### config.mk
export PLATFORM = sky130hd
export DESIGN_NAME = pipe_stage_reg
export DESIGN_NICKNAME = d
export VERILOG_FILES = /design/src/rtl/pipe_stage_reg_pkg.sv /design/src/rtl/pipe_skid_buf.sv /design/src/rtl/pipe_stage_reg.sv
export SDC_FILE = /design/constraint.sdc
export NUM_CORES = 1
export LEC_CHECK = 0
export BUFFER_PORTS_ARGS = -buffer_cell sky130_fd_sc_hd__buf_4
export CORE_ASPECT_RATIO = 2
export CORE_MARGIN = 2
export CORE_UTILIZATION = 35
export CTS_BUF_LIST = sky130_fd_sc_hd__clkbuf_8
export DETAILED_ROUTE_END_ITERATION = 6
export SLEW_MARGIN = 10
export SYNTH_ARGS = -nofsm -noshare
export SYNTH_HDL_FRONTEND = slang
export SYNTH_HIERARCHICAL = 1
export SYNTH_SLANG_ARGS = --single-unit
### constraint.sdc
create_clock -name clk -period 2.07 [get_ports clk]
set_input_delay 0.3105 -clock clk [delete_from_list [all_inputs] [get_ports clk]]
set_output_delay 0.3105 -clock clk [all_outputs]
set_load 0.02 [all_outputs]
### src/rtl/pipe_stage_reg_pkg.sv
// pipe_stage_reg_pkg
//   Shared constants and types for the P7 inter-stage pipeline registers.
//   INITIAL_ADDRESS : PC presented after reset
//   TRAPPED_ADDRESS : PC presented after an interrupt/exception flush
//   EXC_W           : ExcCode field width
//   ctrl_e          : per-edge control decision (trap > flush > run)
//   skid_state_e    : occupancy of the one-entry skid store
//   `PIPE_PAYLOAD   : fixed field order (instr|pc|exc|bd|side) used wherever
//                     a stage packs its payload into one vector

package pipe_stage_reg_pkg;

  localparam logic [31:0] INITIAL_ADDRESS = 32'h0000_3000;
  localparam logic [31:0] TRAPPED_ADDRESS = 32'h0000_4180;
  localparam int unsigned EXC_W           = 5;

  typedef enum logic [1:0] {
    CTRL_RUN,
    CTRL_FLUSH,
    CTRL_TRAP
  } ctrl_e;

  typedef enum logic {
    SKID_EMPTY,
    SKID_FULL
  } skid_state_e;

  // Reset is handled in the register process; this resolves the remaining
  // priority between interrupt flush and plain flush.
  function automatic ctrl_e ctrl_decode(input logic int_req, input logic flush);
    if (int_req) begin
      return CTRL_TRAP;
    end else if (flush) begin
      return CTRL_FLUSH;
    end
    return CTRL_RUN;
  endfunction

endpackage

`ifndef PIPE_PAYLOAD
`define PIPE_PAYLOAD(instr, pc, exc, bd, side) {instr, pc, exc, bd, side}
`endif

### src/rtl/pipe_skid_buf.sv
// pipe_skid_buf
//   One-entry payload store with a full flag and a synchronous clear.
//   clk   in  1  clock, rising edge
//   reset in  1  synchronous active-high reset (empties the store)
//   clr   in  1  empties the store (flush / interrupt)
//   push  in  1  write din into the store
//   pop   in  1  release the stored entry
//   din   in  W  payload to store
//   dout  out W  stored payload
//   full  out 1  store holds an entry

module pipe_skid_buf #(
  parameter int unsigned W = 8
) (
  input  logic         clk,
  input  logic         reset,
  input  logic         clr,
  input  logic         push,
  input  logic         pop,
  input  logic [W-1:0] din,
  output logic [W-1:0] dout,
  output logic         full
);
  import pipe_stage_reg_pkg::*;

  skid_state_e  state_q, state_d;
  logic [W-1:0] data_q, data_d;

  always_ff @(posedge clk) begin
    if (reset) begin
      state_q <= SKID_EMPTY;
      data_q  <= '0;
    end else begin
      state_q <= state_d;
      data_q  <= data_d;
    end
  end

  always_comb begin
    state_d = state_q;
    data_d  = data_q;
    if (clr) begin
      state_d = SKID_EMPTY;
    end else begin
      unique case (state_q)
        SKID_EMPTY: begin
          if (push) begin
            state_d = SKID_FULL;
            data_d  = din;
          end
        end
        SKID_FULL: begin
          if (pop) begin
            state_d = push ? SKID_FULL : SKID_EMPTY;
            if (push) begin
              data_d = din;
            end
          end
        end
        default: state_d = SKID_EMPTY;
      endcase
    end
  end

  assign dout = data_q;
  assign full = (state_q == SKID_FULL);

endmodule

### src/rtl/pipe_stage_reg.sv
// pipe_stage_reg
//   Inter-stage pipeline register (F/D, D/E, E/M, M/W) of the P7 MIPS core.
//   Valid/ready handshake; per-edge priority reset > int_req > flush > handshake.
//   Optional feature macro: PIPE_SKID_EN (adds a one-entry skid buffer so that
//   in_ready is registered; undefined = single register, combinational in_ready).
// Ports
//   clk, reset            clock (rising) and synchronous active-high reset
//   int_req               flush toward the handler; out_pc <- TRAP_PC
//   flush                 bubble insert; out_pc and out_bd kept
//   in_valid / in_ready   upstream handshake
//   in_instr/pc/exc/bd/side  incoming payload
//   out_valid / out_ready downstream handshake
//   out_instr/pc/exc/bd/side registered payload
//   stall_cnt             saturating count of cycles with out_valid & ~out_ready

module pipe_stage_reg #(
  parameter int unsigned     INSTR_W  = 32,
  parameter int unsigned     PC_W     = 32,
  parameter int unsigned     EXC_W    = pipe_stage_reg_pkg::EXC_W,
  parameter int unsigned     SIDE_W   = 8,
  parameter logic [PC_W-1:0] RESET_PC = PC_W'(pipe_stage_reg_pkg::INITIAL_ADDRESS),
  parameter logic [PC_W-1:0] TRAP_PC  = PC_W'(pipe_stage_reg_pkg::TRAPPED_ADDRESS),
  parameter int unsigned     CNT_W    = 16
) (
  input  logic               clk,
  input  logic               reset,
  input  logic               int_req,
  input  logic               flush,
  input  logic               in_valid,
  output logic               in_ready,
  input  logic [INSTR_W-1:0] in_instr,
  input  logic [PC_W-1:0]    in_pc,
  input  logic [EXC_W-1:0]   in_exc,
  input  logic               in_bd,
  input  logic [SIDE_W-1:0]  in_side,
  output logic               out_valid,
  input  logic               out_ready,
  output logic [INSTR_W-1:0] out_instr,
  output logic [PC_W-1:0]    out_pc,
  output logic [EXC_W-1:0]   out_exc,
  output logic               out_bd,
  output logic [SIDE_W-1:0]  out_side,
  output logic [CNT_W-1:0]   stall_cnt
);
  import pipe_stage_reg_pkg::*;

  logic               out_valid_q, out_valid_d;
  logic [INSTR_W-1:0] out_instr_q, out_instr_d;
  logic [PC_W-1:0]    out_pc_q,    out_pc_d;
  logic [EXC_W-1:0]   out_exc_q,   out_exc_d;
  logic               out_bd_q,    out_bd_d;
  logic [SIDE_W-1:0]  out_side_q,  out_side_d;
  logic [CNT_W-1:0]   stall_cnt_q, stall_cnt_d;

  ctrl_e ctrl;
  logic  stalled;
  logic  load;
  logic  in_ready_int;
  logic  in_xfer;

  // Beat offered to the output register when it loads.
  logic               beat_valid;
  logic [INSTR_W-1:0] beat_instr;
  logic [PC_W-1:0]    beat_pc;
  logic [EXC_W-1:0]   beat_exc;
  logic               beat_bd;
  logic [SIDE_W-1:0]  beat_side;

  assign ctrl    = ctrl_decode(int_req, flush);
  assign stalled = out_valid_q & ~out_ready;
  assign load    = ~stalled;

`ifdef PIPE_SKID_EN
  localparam int unsigned PAY_W = INSTR_W + PC_W + EXC_W + 1 + SIDE_W;

  logic             skid_full;
  logic             skid_push;
  logic             skid_pop;
  logic             skid_clr;
  logic [PAY_W-1:0] skid_dout;

  // in_ready depends only on the skid flop, so it never waits on out_ready.
  assign in_ready_int = ~skid_full;
  assign in_xfer      = in_valid & in_ready_int;
  assign skid_clr     = (ctrl != CTRL_RUN);
  assign skid_push    = in_xfer & stalled;
  assign skid_pop     = skid_full & load;

  // A full skid entry is older than anything on the input, so it goes first.
  assign beat_valid = skid_full | in_xfer;
  assign {beat_instr, beat_pc, beat_exc, beat_bd, beat_side} =
      skid_full ? skid_dout : `PIPE_PAYLOAD(in_instr, in_pc, in_exc, in_bd, in_side);

  pipe_skid_buf #(
    .W (PAY_W)
  ) u_skid (
    .clk   (clk),
    .reset (reset),
    .clr   (skid_clr),
    .push  (skid_push),
    .pop   (skid_pop),
    .din   (`PIPE_PAYLOAD(in_instr, in_pc, in_exc, in_bd, in_side)),
    .dout  (skid_dout),
    .full  (skid_full)
  );
`else
  assign in_ready_int = load;
  assign in_xfer      = in_valid & in_ready_int;
  assign beat_valid   = in_xfer;
  assign beat_instr   = in_instr;
  assign beat_pc      = in_pc;
  assign beat_exc     = in_exc;
  assign beat_bd      = in_bd;
  assign beat_side    = in_side;
`endif

  always_ff @(posedge clk) begin
    if (reset) begin
      out_valid_q <= 1'b0;
      out_instr_q <= '0;
      out_pc_q    <= RESET_PC;
      out_exc_q   <= '0;
      out_bd_q    <= 1'b0;
      out_side_q  <= '0;
      stall_cnt_q <= '0;
    end else begin
      out_valid_q <= out_valid_d;
      out_instr_q <= out_instr_d;
      out_pc_q    <= out_pc_d;
      out_exc_q   <= out_exc_d;
      out_bd_q    <= out_bd_d;
      out_side_q  <= out_side_d;
      stall_cnt_q <= stall_cnt_d;
    end
  end

  always_comb begin
    out_valid_d = out_valid_q;
    out_instr_d = out_instr_q;
    out_pc_d    = out_pc_q;
    out_exc_d   = out_exc_q;
    out_bd_d    = out_bd_q;
    out_side_d  = out_side_q;
    stall_cnt_d = stall_cnt_q;

    // Counted even on flush/interrupt cycles; only reset clears it.
    if (stalled && (stall_cnt_q != '1)) begin
      stall_cnt_d = stall_cnt_q + CNT_W'(1);
    end

    unique case (ctrl)
      CTRL_TRAP: begin
        out_valid_d = 1'b0;
        out_instr_d = '0;
        out_pc_d    = TRAP_PC;
        out_exc_d   = '0;
        out_bd_d    = 1'b0;
        out_side_d  = '0;
      end
      CTRL_FLUSH: begin
        // PC and BD stay so EPC/macro-PC remain correct for the killed slot.
        out_valid_d = 1'b0;
        out_instr_d = '0;
        out_exc_d   = '0;
        out_side_d  = '0;
      end
      default: begin
        if (load) begin
          if (beat_valid) begin
            out_valid_d = 1'b1;
            out_instr_d = beat_instr;
            out_pc_d    = beat_pc;
            out_exc_d   = beat_exc;
            out_bd_d    = beat_bd;
            out_side_d  = beat_side;
          end else begin
            out_valid_d = 1'b0;
            out_instr_d = '0;
          end
        end
      end
    endcase
  end

  assign in_ready  = in_ready_int;
  assign out_valid = out_valid_q;
  assign out_instr = out_instr_q;
  assign out_pc    = out_pc_q;
  assign out_exc   = out_exc_q;
  assign out_bd    = out_bd_q;
  assign out_side  = out_side_q;
  assign stall_cnt = stall_cnt_q;

endmodule

Word-level counts from Yosys, hierarchy flattened

Index checks and enable logic that the tools add are counted.

Input bits: 84
Bits in registers: 95
Output and inout port bits: 96
Logic and storage cells: 35

Add/subtract/negate cells: 1
Bitwise logic cells: 5
Reduce and logical (&&, ||, !) cells: 5
Equality and inequality tests: 4
Multiplexer cells: 13

Operator list:

| kind                                                   | count |
|---|---|
| two-way mux 32 bit                                     | 3 |
| case mux 32 bit (2 select lines)                       | 1 |
| adder 16 x 1 -> 16 bit (second input constant)         | 1 |
| inequality test 16 bit (second input constant)         | 1 |
| two-way mux 2 bit                                      | 3 |
| two-way mux 1 bit                                      | 5 |
| inverter 1 bit                                         | 3 |
| AND reduction 3 bit                                    | 1 |
| OR reduction 3 bit                                     | 1 |
| AND 1 bit                                              | 2 |
| equality test 2 x 1 -> 1 bit (second input constant)   | 1 |
| equality test 2 bit (second input constant)            | 1 |
| inequality test 2 x 1 -> 1 bit (second input constant) | 1 |
| case mux 1 bit (2 select lines)                        | 1 |
| AND reduction 2 bit                                    | 1 |
| nonzero test 2 bit                                     | 1 |
| logical AND 1 bit                                      | 1 |

Logic depth before layout (Yosys ltp)

Gate-level depths: netlist (run 1).

Depth after elaboration: 7
Mapped depth: 6
Mapped depth without buffers: 5

Least setup slack after synthesis (run 1)

Ideal clock, no wire load.

Kind: register to register
Start point: reg stall_cnt_q[0], in the netlist stall_cnt[0]
End point: reg stall_cnt_q[4], in the netlist stall_cnt[4]
Library setup time: 123 ps
Period minus slack after synthesis: 1,941 ps
Buffers on the path: 0
Stages on the path, launching flop included: 6
Setup slack: 129 ps
Arrival time: 1,818 ps
Required time: 1,947 ps
Cell sequence: dfxtp_1 -> ha_1 -> nand4_1 -> nor4_4 -> nor3_1 -> mux2_1

Word-level cells in the longest chain between the ends: 2
Elaborated cells between the ends (all ways): 3
Those cells by class: 1 x add/sub; 1 x eq/ne; 1 x reduce/logical

Ends and longest elaborated chain:

| item                                                                           | line                  | RTL |
|---|---|---|
| from (decl)                                                                    | pipe_stage_reg.sv:53  | `logic [CNT_W-1:0] stall_cnt_q, stall_cnt_d;` |
| from (signal assigned)                                                         | pipe_stage_reg.sv:133 | `stall_cnt_q <= stall_cnt_d;` |
| parallel branches: the longest is 2 deep, another holds adder 16 x 1 -> 16 bit | n/a                   |  |

Parallel ways; which one is timed is not known.
A chain may end at the register's enable or synchronous reset.

Worst setup path in the final report (run 1)

Start point: reg out_valid_q, in the netlist out_valid
End point: out in_ready

Word-level cells in the longest chain between the ends: 2

Ends and longest elaborated chain:

| item                     | line                  | RTL |
|---|---|---|
| from (decl)              | pipe_stage_reg.sv:47  | `logic out_valid_q, out_valid_d;` |
| from (signal assigned)   | pipe_stage_reg.sv:127 | `out_valid_q <= out_valid_d;` |
| AND 1 bit                | pipe_stage_reg.sv:70  | `assign stalled = out_valid_q & ~out_ready;` |
| inverter 1 bit (no line) | n/a                   |  |
| to (decl)                | pipe_stage_reg.sv:30  | `output logic in_ready,` |

Every way passes these cells.

==> impl_metrics.json, run 1 <==
{
  "outcome": "finished, final reports clean",
  "start_util_pct": 35.6,
  "synth_top_family_by_area": "simple AND/OR/NAND/NOR gates",
  "path_max_fanout": 11,
  "io_pins": 180,
  "num_vias": 3745,
  "hold_class": "in -> reg",
  "synth_xor_area_share_pct": 0.244,
  "synthDistinctLibCells": 42,
  "fin_crit_sh_pct": 93.6,
  "netlist.area_leader.share_pct": 53.0,
  "synthAdderAreaFrac_pct": 0.349,
  "grt_max_degree": 34,
  "period_minus_slack_ns": 1.94,
  "worst_slew_pin_slew_ns": 0.487,
  "synth_mux_area_share_pct": 0.627,
  "drive_above_1_share_pct": 37.8,
  "synthSimpleGateAreaFrac_pct": 22.7,
  "drt_iter0_markers": 187,
  "synth_flop_cell": "dfxtp_1",
  "r2r-end": "stall_cnt[14]$_SDFFE_PP0P_",
  "drc": 0,
  "ant_nets": 0,
  "postCtsHoldBufs": 0,
  "viasPerCell": 5.09,
  "dp_slack_ns": 0.181,
  "rsz0062_at_grt": "false",
  "synth-compound-area-share_pct": 18.5,
  "maxCapViolCount": 0,
  "dieArea_mm2": 0.0111,
  "syn_to_final_growth_pct": 49.8,
  "dp_hpwl_um": 8680,
  "p_leak_nw": 2.30,
  "synth-edff-count": 0,
  "ir_worst_vdd_mv": 0.450,
  "place_inst": 713,
  "reg2reg_slack_ns": 0.19,
  "hold_path.startpoint": "in_pc[13]",
  "fmax_mhz": 516,
  "cts_root_buffer": "clkbuf_8",
  "worst-setup-path-type": "reg -> out",
  "utilization_pct": 53.3,
  "worstHoldPathCells": 2,
  "slew_violations": 0,
  "clk_latency_ns": 0.37,
  "syn-num-nets": 501,
  "fp.dieH_um": 147,
  "port_buffers": 179,
  "ff2ff_path_depth": 6,
  "start_kind": "register",
  "synth_seq_cells": 95,
  "cts.clk_slew.worst_paths_ns": 0.10,
  "worstReg2RegStart": "stall_cnt[0]$_SDFFE_PP0P_",
  "fillers": 983,
  "syn_area_mm2": 0.00359,
  "finalSetupViolCount": 0,
  "fin_skew_ns": 0.0155,
  "overflow": 0,
  "wl_per_cell_um": 16.2,
  "clk_path_buf_depth": 2,
  "htreeDepth": 3,
  "setup_tns_ns": 0,
  "slew_headroom_pct": 67.5,
  "ys_async_sr_fraction_pct": 0,
  "fin_ws_ns": 0.133,
  "die_w_um": 75.6,
  "arrival_ns": 1.63,
  "required_ns": 1.76,
  "grt_first_pass_wirelength_um": 18200,
  "grt_pass1_vias": 3553,
  "avgSynthCellArea_um2": 8.63,
  "cts.sinks": 95,
  "rows": 52,
  "place_congestion": 0.800,
  "drt_pass1_iterations": 4,
  "hold_end": "out_pc[13]$_SDFFE_PP1P_",
  "yosys.area.top_type": "dfxtp_1",
  "track_usage_pct": 21.5,
  "routed_wl_um": 11900,
  "insertedDiodeCount": 0,
  "endpoint_kind": "output port",
  "fin_nets": 681,
  "yosys_warnings": 6,
  "core_mm2": 0.0101,
  "synth_area_leaders": "dfxtp_1 (53%), a21oi_1 (7.8%), nand2_1 (6.8%), a22oi_1 (5.9%), nand3_1 (5.0%)",
  "p_per_area_mw_per_mm2": 662,
  "cts_tree": "done",
  "cts-buffers-inserted": 9,
  "hold_violations": 0,
  "yosysSeqAreaShare_pct": 53.0,
  "synth_cells": 416,
  "final_cells": 736,
  "antenna_found_initial": 0
}
## critical path: stages, from the launching register on
cell and delay (ns):
dfxtp_1 0.39, nor2b_4 0.28, clkinvlp_4 0.21, buf_4 0.22, buf_4 0.16
## sequential cells by signal, summed over array words and instances (netlist names)
signal / flops
stall_cnt: 16
out_exc: 5
out_pc: 32
out_side: 8
out_instr: 32
out_bd: 1
out_valid: 1
## through the flow
step	total power, mW	hold slack [ns]	instance area [um^2]
3_3_place_gp	2.31	0.439	5100
2_1_floorplan	2.09	0.447	3590
5_1_grt	3.70	0.165	5380
6_report	3.56	0.164	5380
3_5_place_dp	2.32	0.445	5100
4_1_cts	3.59	0.149	5310
## layout by cell type, fill, tap and decap left out, drive strengths merged, types with 4 or more instances in the layout
cell / netlist / routed
nand4: 5 / 5
nand3: 37 / 37
nor2: 33 / 33
o21ai: 9 / 9
a22oi: 28 / 28
a21oi: 56 / 56
or4: 4 / 4
nand2: 65 / 65
nor3: 5 / 5
inv: 11 / 11
or3: 7 / 7
clkbuf: 17 / 11
dfxtp: 95 / 95
buf: 14 / 200
## report_power, final
group	leakage, nW	internal (mW)	switching [mW]	total (mW)
clock	0.103	0.623	0.658	1.28
sequential	0.770	1.86	0.0202	1.88
combinational	1.43	0.195	0.200	0.395
## synthesized netlist by cell type (2+ instances only)
cell / number
nand3_1: 36
or3_1: 7
o31ai_1: 2
nor3_2: 2
or4_1: 3
nand4_1: 4
o21ai_0: 9
o41ai_1: 2
a21oi_1: 56
buf_1: 8
inv_1: 11
a22oi_1: 28
a221o_1: 2
nor2_1: 33
buf_2: 6
nand2_1: 65
a221oi_1: 3
nor2b_1: 2
clkbuf_1: 17
mux2_1: 2
nor3_1: 3
dfxtp_1: 95
## repair_timing
action	4_1_cts	5_1_grt
endpoints found under the setup margin	0	5
buffers inserted	0	7
resized for setup	0	2
## layer usage
| layer | global-route usage, % | part of all wire (%) |
|---|---|---|
| met5 | 0 | 0 |
| met4 | 8.77 | 2.8 |
| met3 | 5.08 | 4.4 |
| met2 | 39.0 | 57 |
| met1 | 22.5 | 36 |
## worst max path at each step
stage                         startpoint                    endpoint  slack [ns]
3_5_place_dp   stall_cnt[0]$_SDFFE_PP0P_  stall_cnt[14]$_SDFFE_PP0P_        0.18
5_1_grt           out_valid$_SDFFE_PP0N_                    in_ready        0.06
3_3_place_gp   stall_cnt[1]$_SDFFE_PP0P_  stall_cnt[14]$_SDFFE_PP0P_        0.24
4_1_cts           out_valid$_SDFFE_PP0N_                    in_ready        0.09
2_1_floorplan  stall_cnt[0]$_SDFFE_PP0P_   stall_cnt[4]$_SDFFE_PP0P_        0.13
6_report          out_valid$_SDFFE_PP0N_                    in_ready        0.13
## final cells by class
cell class	count	area (um^2)	share of cell area, %
Multi-Input combinational cell	279	1550	28.9
Inverter	11	45.0	0.837
Clock inverter	5	57.6	1.07
Tap cell	135	169	3.14
Timing Repair Buffer	200	1500	27.9
Sequential cell	95	1900	35.4
Clock buffer	11	151	2.81
## logic make-up after synthesis
family | Yosys count
compound gates | 107
xor+xnor | 1
fa+ha+maj | 1
buf+inv | 42
flops | 95
mux | 2
simple gates | 168
No activity file was read; power rests on OpenSTA's default activity.
==> run 2: changes to the inputs <==
--- a/config.mk
+++ b/config.mk
@@ -11,6 +11,7 @@
 export CORE_UTILIZATION = 35
 export CTS_BUF_LIST = sky130_fd_sc_hd__clkbuf_8
 export DETAILED_ROUTE_END_ITERATION = 6
+export PLACE_DENSITY = 0.66
 export SLEW_MARGIN = 10
 export SYNTH_ARGS = -nofsm -noshare
 export SYNTH_HDL_FRONTEND = slang
==> constraint.sdc (replaced) <==
create_clock -name clk -period 1.6 [get_ports clk]
set_input_delay 0.24 -clock clk [delete_from_list [all_inputs] [get_ports clk]]
set_output_delay 0.24 -clock clk [all_outputs]
set_load 0.02 [all_outputs]
==> impl_metrics.json, run 2 (synthesis results as in run 1) <==
{
  "outcome": "finished, final reports clean",
  "path_max_fanout": 5,
  "syn_to_final_growth_pct": 58.1,
  "overflow": 0,
  "p_leak_nw": 2.47,
  "fillers": 968,
  "drt_pass1_iterations": 4,
  "hold_violations": 0,
  "start_kind": "register",
  "slew_headroom_pct": 69.9,
  "io_pins": 180,
  "cts_root_buffer": "clkbuf_8",
  "layout_common_cells": "buf_4 (218), dfxtp_1 (81), nand2_1 (64)",
  "final_area_mm2": 0.00568,
  "cts-buffers-inserted": 9,
  "final_common_cell": "buf_4",
  "ff2ff_path_depth": 4,
  "clk_path_buf_depth": 2,
  "worst_slew_pin_slew_ns": 0.450,
  "start_util_pct": 35.6,
  "clk_latency_ns": 0.36,
  "reg2reg_slack_ns": 0.01,
  "cpMaxStageDelayCell": "or4_4",
  "grt_first_pass_wirelength_um": 18100,
  "cts_tree": "done",
  "rows": 52,
  "r2r-end": "stall_cnt[15]$_SDFFE_PP0P_",
  "maxCapViolCount": 0,
  "period_minus_slack_ns": 1.59,
  "antenna_found_initial": 0,
  "worstReg2RegStart": "stall_cnt[3]$_SDFFE_PP0P_",
  "worst-setup-path-type": "reg -> reg",
  "fin_nets": 704,
  "cp_cell_sequence": "nand3_2, or4_4, nor3_2, mux2_1",
  "fin_crit_sh_pct": 99.3,
  "finalSetupViolCount": 0,
  "dp_hpwl_um": 8510,
  "viasPerCell": 5.06,
  "fmax_mhz": 629,
  "crit_start": "stall_cnt[3]$_SDFFE_PP0P_",
  "p_per_area_mw_per_mm2": 792,
  "grt_max_degree": 47,
  "p_total_mw": 4.49,
  "ir_worst_vdd_mv": 0.579,
  "required_ns": 1.85,
  "routed_wl_um": 11800,
  "drt_iter0_markers": 216,
  "dieArea_mm2": 0.0111,
  "num_vias": 3837,
  "drive_above_1_share_pct": 44.1,
  "track_usage_pct": 21.3,
  "rsz0062_at_grt": "true",
  "fp.dieH_um": 147,
  "hold_class": "in -> reg",
  "dp_slack_ns": -0.0902,
  "grt_pass1_vias": 3826,
  "die_w_um": 75.6,
  "port_buffers": 179,
  "cp_slowest_stage_delay_ns": 0.58,
  "slew_violations": 0,
  "wl_per_cell_um": 15.5,
  "core_mm2": 0.0101,
  "postPlaceCellArea_mm2": 0.00540,
  "fin_skew_ns": 0.0152,
  "cts.clk_slew.worst_paths_ns": 0.09,
  "final_cells": 758,
  "worstSetupEndpoint": "stall_cnt[15]$_SDFFE_PP0P_",
  "setup_tns_ns": 0,
  "place_inst": 741,
  "insertedDiodeCount": 0,
  "drc": 0,
  "fin_ws_ns": 0.0112,
  "ant_nets": 0,
  "place_congestion": 0.794,
  "endpoint_kind": "register",
  "arrival_ns": 1.83,
  "htreeDepth": 3,
  "cts.sinks": 95
}
==> run 2: how the worst min path moves through the flow <==
stage	end	slack (ns)	depth (start not counted)	from
CTS	out_pc[12]$_SDFFE_PP1P_	0.08	2	in_pc[12]
detailed placement	out_instr[11]$_SDFFE_PP0N_	0.44	2	out_instr[11]$_SDFFE_PP0N_
finish	out_pc[12]$_SDFFE_PP1P_	0.11	2	in_pc[12]
global placement	out_instr[29]$_SDFFE_PP0N_	0.44	2	out_instr[29]$_SDFFE_PP0N_
floorplan	out_exc[4]$_SDFFE_PP0P_	0.38	2	in_exc[4]
global route	out_pc[12]$_SDFFE_PP1P_	0.09	2	in_pc[12]
==> run 2: final cells by class <==
type                    instances  area (um^2)  share of cell area [%]
clock buffers                   9          124                    2.18
clock inverters                 6         61.3                    1.08
inverters                      11         41.3                   0.728
multi-input cells             279         1620                    28.6
flip-flops and latches         95         1940                    34.1
well taps                     135          169                    2.98
repair buffers                223         1720                    30.3
==> run 2: what timing repair did <==
item | 4_1_cts | 5_1_grt
hold buffers | 0 | 0
buffers inserted | 2 | 1
pin swaps | 2 | 7
endpoints found under the setup margin | 9 | 29
resized for setup | 7 | 11
==> run 2: power by group <==
| part | internal, mW | switching (mW) |
|---|---|---|
| logic | 0.267 | 0.260 |
| clock network | 0.711 | 0.832 |
| registers | 2.40 | 0.0264 |
==> run 2: routing by layer <==
layer  vias up  wire length (um)  share of wire, %  global-route usage (%)
met5         -                 0                 0                       0
met4         0               456               3.9                    11.6
met2       127              6590                56                    37.4
met3        35               481               4.1                    4.53
met1      1815              4230                36                    22.3
li1       1860                 -                 -                       -
==> run 2: worst max-delay path: cells and delay by family (launching register included) <==
kind	cells	cell delay [ns]
muxes	1	0.34
and+or+nand+nor	3	0.79
DFF	1	0.35
==> run 2: metrics by stage <==
stage                     hold WS [ns]  utilization (%)
final                            0.111             56.3
after global routing            0.0915             56.3
after CTS                       0.0845             55.8
after detailed placement         0.443             53.5
after global placement           0.439             53.5
after floorplan                  0.376                -
==> run 3: changes to the inputs <==
--- a/config.mk
+++ b/config.mk
@@ -5,6 +5,7 @@
 export SDC_FILE = /design/constraint.sdc
 export NUM_CORES = 1
 export LEC_CHECK = 0
+export ABC_AREA = 1
 export BUFFER_PORTS_ARGS = -buffer_cell sky130_fd_sc_hd__buf_4
 export CORE_ASPECT_RATIO = 2
 export CORE_MARGIN = 2
==> impl_metrics.json, run 3 <==
{
  "avgSynthCellArea_um2": 7.53,
  "clk_path_buf_depth": 2,
  "rows": 53,
  "core_mm2": 0.0104,
  "period_minus_slack_ns": 1.45,
  "slew_violations": 0,
  "drt_pass1_iterations": 4,
  "path_max_fanout": 5,
  "p_clk_share_pct": 37.8,
  "ir_worst_vdd_mv": 0.639,
  "start_util_pct": 35.6,
  "yosysSeqAreaShare_pct": 51.3,
  "ff2ff_path_depth": 10,
  "hold_path.startpoint": "in_pc[12]",
  "die_w_um": 76.8,
  "maxCapViolCount": 0,
  "power_frac_seq_pct": 51.4,
  "cts_root_buffer": "clkbuf_8",
  "required_ns": 1.36,
  "yosys_warnings": 6,
  "rsz0062_at_grt": "false",
  "slew_headroom_pct": 76.5,
  "grt_first_pass_wirelength_um": 17300,
  "ys_async_sr_fraction_pct": 0,
  "synthDistinctLibCells": 22,
  "worstHoldPathCells": 3,
  "synth_cells": 492,
  "synth_area_leaders": "dfxtp_1 (51%), nand2_1 (19%), a21oi_1 (12%), nor2_1 (4.7%), nor2_4 (2.1%)",
  "worst_slew_pin_slew_ns": 0.352,
  "cts.clk_slew.worst_paths_ns": 0.09,
  "yosys-top-cells-count": "nand2_1 (192), dfxtp_1 (95), a21oi_1 (86)",
  "hold_end": "out_pc[12]$_SDFFE_PP1P_",
  "worst-setup-path-type": "reg -> out",
  "outcome": "finished, final reports clean",
  "layout_common_cells": "nand2_1 (190), buf_4 (186), dfxtp_1 (93)",
  "wl_per_cell_um": 13.2,
  "port_buffers": 179,
  "ant_nets": 0,
  "syn_to_final_growth_pct": 47.3,
  "synth_flop_cell": "dfxtp_1",
  "drt_iter0_markers": 89,
  "place_congestion": 0.865,
  "insertedDiodeCount": 0,
  "antenna_found_initial": 0,
  "grt_pass1_vias": 3649,
  "place_inst": 794,
  "netlist.area_leader.share_pct": 51.3,
  "fin_nets": 754,
  "fin_crit_sh_pct": 90.7,
  "power_switching_mw": 1.14,
  "endpoint_kind": "output port",
  "drc": 0,
  "start_kind": "register",
  "arrival_ns": 1.21,
  "viasPerCell": 4.61,
  "cpMaxStageDelayCell": "dfxtp_1",
  "utilization_pct": 52.4,
  "routed_wl_um": 10700,
  "num_vias": 3737,
  "finalSetupViolCount": 0,
  "track_usage_pct": 18.9,
  "final_cells": 811,
  "dp_hpwl_um": 8230,
  "io_pins": 180,
  "grt_max_degree": 39,
  "synth_seq_cells": 95,
  "cts-buffers-inserted": 9,
  "syn-num-nets": 577,
  "r2r-end": "out_pc[29]$_SDFFE_PP0P_",
  "htreeDepth": 3,
  "drive_above_1_share_pct": 34.0,
  "yosys.area.top_type": "dfxtp_1",
  "fin_skew_ns": 0.00819,
  "setup_tns_ns": 0,
  "crit_family": "flip-flops",
  "clk_latency_ns": 0.36,
  "dieArea_mm2": 0.0115,
  "yosysMostFrequentCell": "nand2_1",
  "p_leak_nw": 2.35,
  "worstReg2RegStart": "out_valid$_SDFFE_PP0N_",
  "cp_slowest_stage_delay_ns": 0.33,
  "synth-edff-count": 0,
  "p_per_area_mw_per_mm2": 870,
  "reg2reg_slack_ns": 0.17,
  "cp.buffers_inverters": 3,
  "swShare_pct": 24.0,
  "final_common_cell": "nand2_1",
  "internal_power_mw": 3.60,
  "cts.sinks": 95,
  "overflow": 0,
  "hold_violations": 0,
  "cp_cell_sequence": "inv_1, nor2_4, inv_2, buf_4",
  "fmax_mhz": 689,
  "syn_area_mm2": 0.00370,
  "combPwrFrac_pct": 10.8,
  "cts_tree": "done",
  "fp.dieH_um": 150,
  "hold_class": "in -> reg"
}
[run 3: cell count changes after synthesis, sizes merged, moves of 4 or more]
| cell | previous run | this run |
|---|---|---|
| nand3 | 37 | 14 |
| or3 | 7 | 0 |
| clkbuf | 17 | 3 |
| a21oi | 56 | 86 |
| o21ai | 9 | 0 |
| nor3 | 5 | 0 |
| nor2 | 33 | 54 |
| a22oi | 28 | 0 |
| nand2 | 65 | 197 |
| buf | 14 | 22 |
| or4 | 4 | 0 |
[run 3: logic make-up (layout without fill, tap and decap cells)]
group | Yosys count | after routing | share of synthesized area (%)
AND/OR/NAND/NOR | 268 | 268 | 30.6
AO/OA/AOI/OAI | 89 | 89 | 12.1
buffers and inverters | 39 | 221 | 5.61
adder cells (fa/ha/maj) | 1 | 1 | 0.338
flip-flops | 95 | 95 | 51.3
[run 3: layer usage]
layer  GRT usage, %  share of wire, %  vias up
li1               -                 -     1916
met1           20.1                37     1664
met2           34.2                53      134
met3           5.67               6.7       23
met4           7.82               2.9        0
met5              0                 0        -
[run 3: through the flow]
| step | area, um^2 | total power, mW | hold WS (ns) | worst slack, ns |
|---|---|---|---|---|
| after global routing | 5460 | 4.97 | 0.0571 | 0.0130 |
| after detailed placement | 5200 | 3.01 | 0.447 | 0.130 |
| after floorplan | 3700 | 2.73 | 0.357 | 0.0763 |
| final | 5460 | 4.74 | 0.0829 | 0.149 |
| after CTS | 5430 | 4.81 | 0.0606 | 0.0669 |
| after global placement | 5200 | 3.00 | 0.442 | 0.191 |
[run 3: area by class of cell]
cell class	instances	area [um^2]
multi-input cells	358	1600
inverters	14	52.6
flip-flops and latches	95	1900
fillers	1027	4950
repair buffers	191	1500
clock buffers	10	138
well taps	137	171
clock inverters	6	91.3
[run 3: worst min-delay path, delay by kind of cell]
kind	cells	cell delay, ns
AND/OR/NAND/NOR	1	0.05
AO/OA/AOI/OAI	1	0.05
buffers and inverters	1	0.08
[run 3: worst max path at each step]
stage	to	slack [ns]	cells past startpoint	startpoint
final	in_ready	0.15	4	out_valid$_SDFFE_PP0N_
after CTS	in_ready	0.07	4	out_valid$_SDFFE_PP0N_
after global routing	out_pc[9]$_SDFFE_PP0P_	0.01	10	out_valid$_SDFFE_PP0N_
after detailed placement	stall_cnt[13]$_SDFFE_PP0P_	0.13	6	stall_cnt[0]$_SDFFE_PP0P_
after global placement	stall_cnt[15]$_SDFFE_PP0P_	0.19	6	stall_cnt[0]$_SDFFE_PP0P_
after floorplan	stall_cnt[15]$_SDFFE_PP0P_	0.08	7	stall_cnt[0]$_SDFFE_PP0P_
[run 3: power by group through the flow]
stage | clock network (mW) | logic, mW | registers (mW)
after floorplan | 0 | 0.176 | 2.55
final | 1.79 | 0.514 | 2.44
after global placement | 0 | 0.511 | 2.49
after detailed placement | 0 | 0.517 | 2.49
after global routing | 1.96 | 0.562 | 2.45
after CTS | 1.86 | 0.519 | 2.44
[run 3: what timing repair did]
action	CTS	global route
setup endpoints to repair	0	11
buffers inserted	0	1
hold buffers	0	0
gates resized for setup	0	4
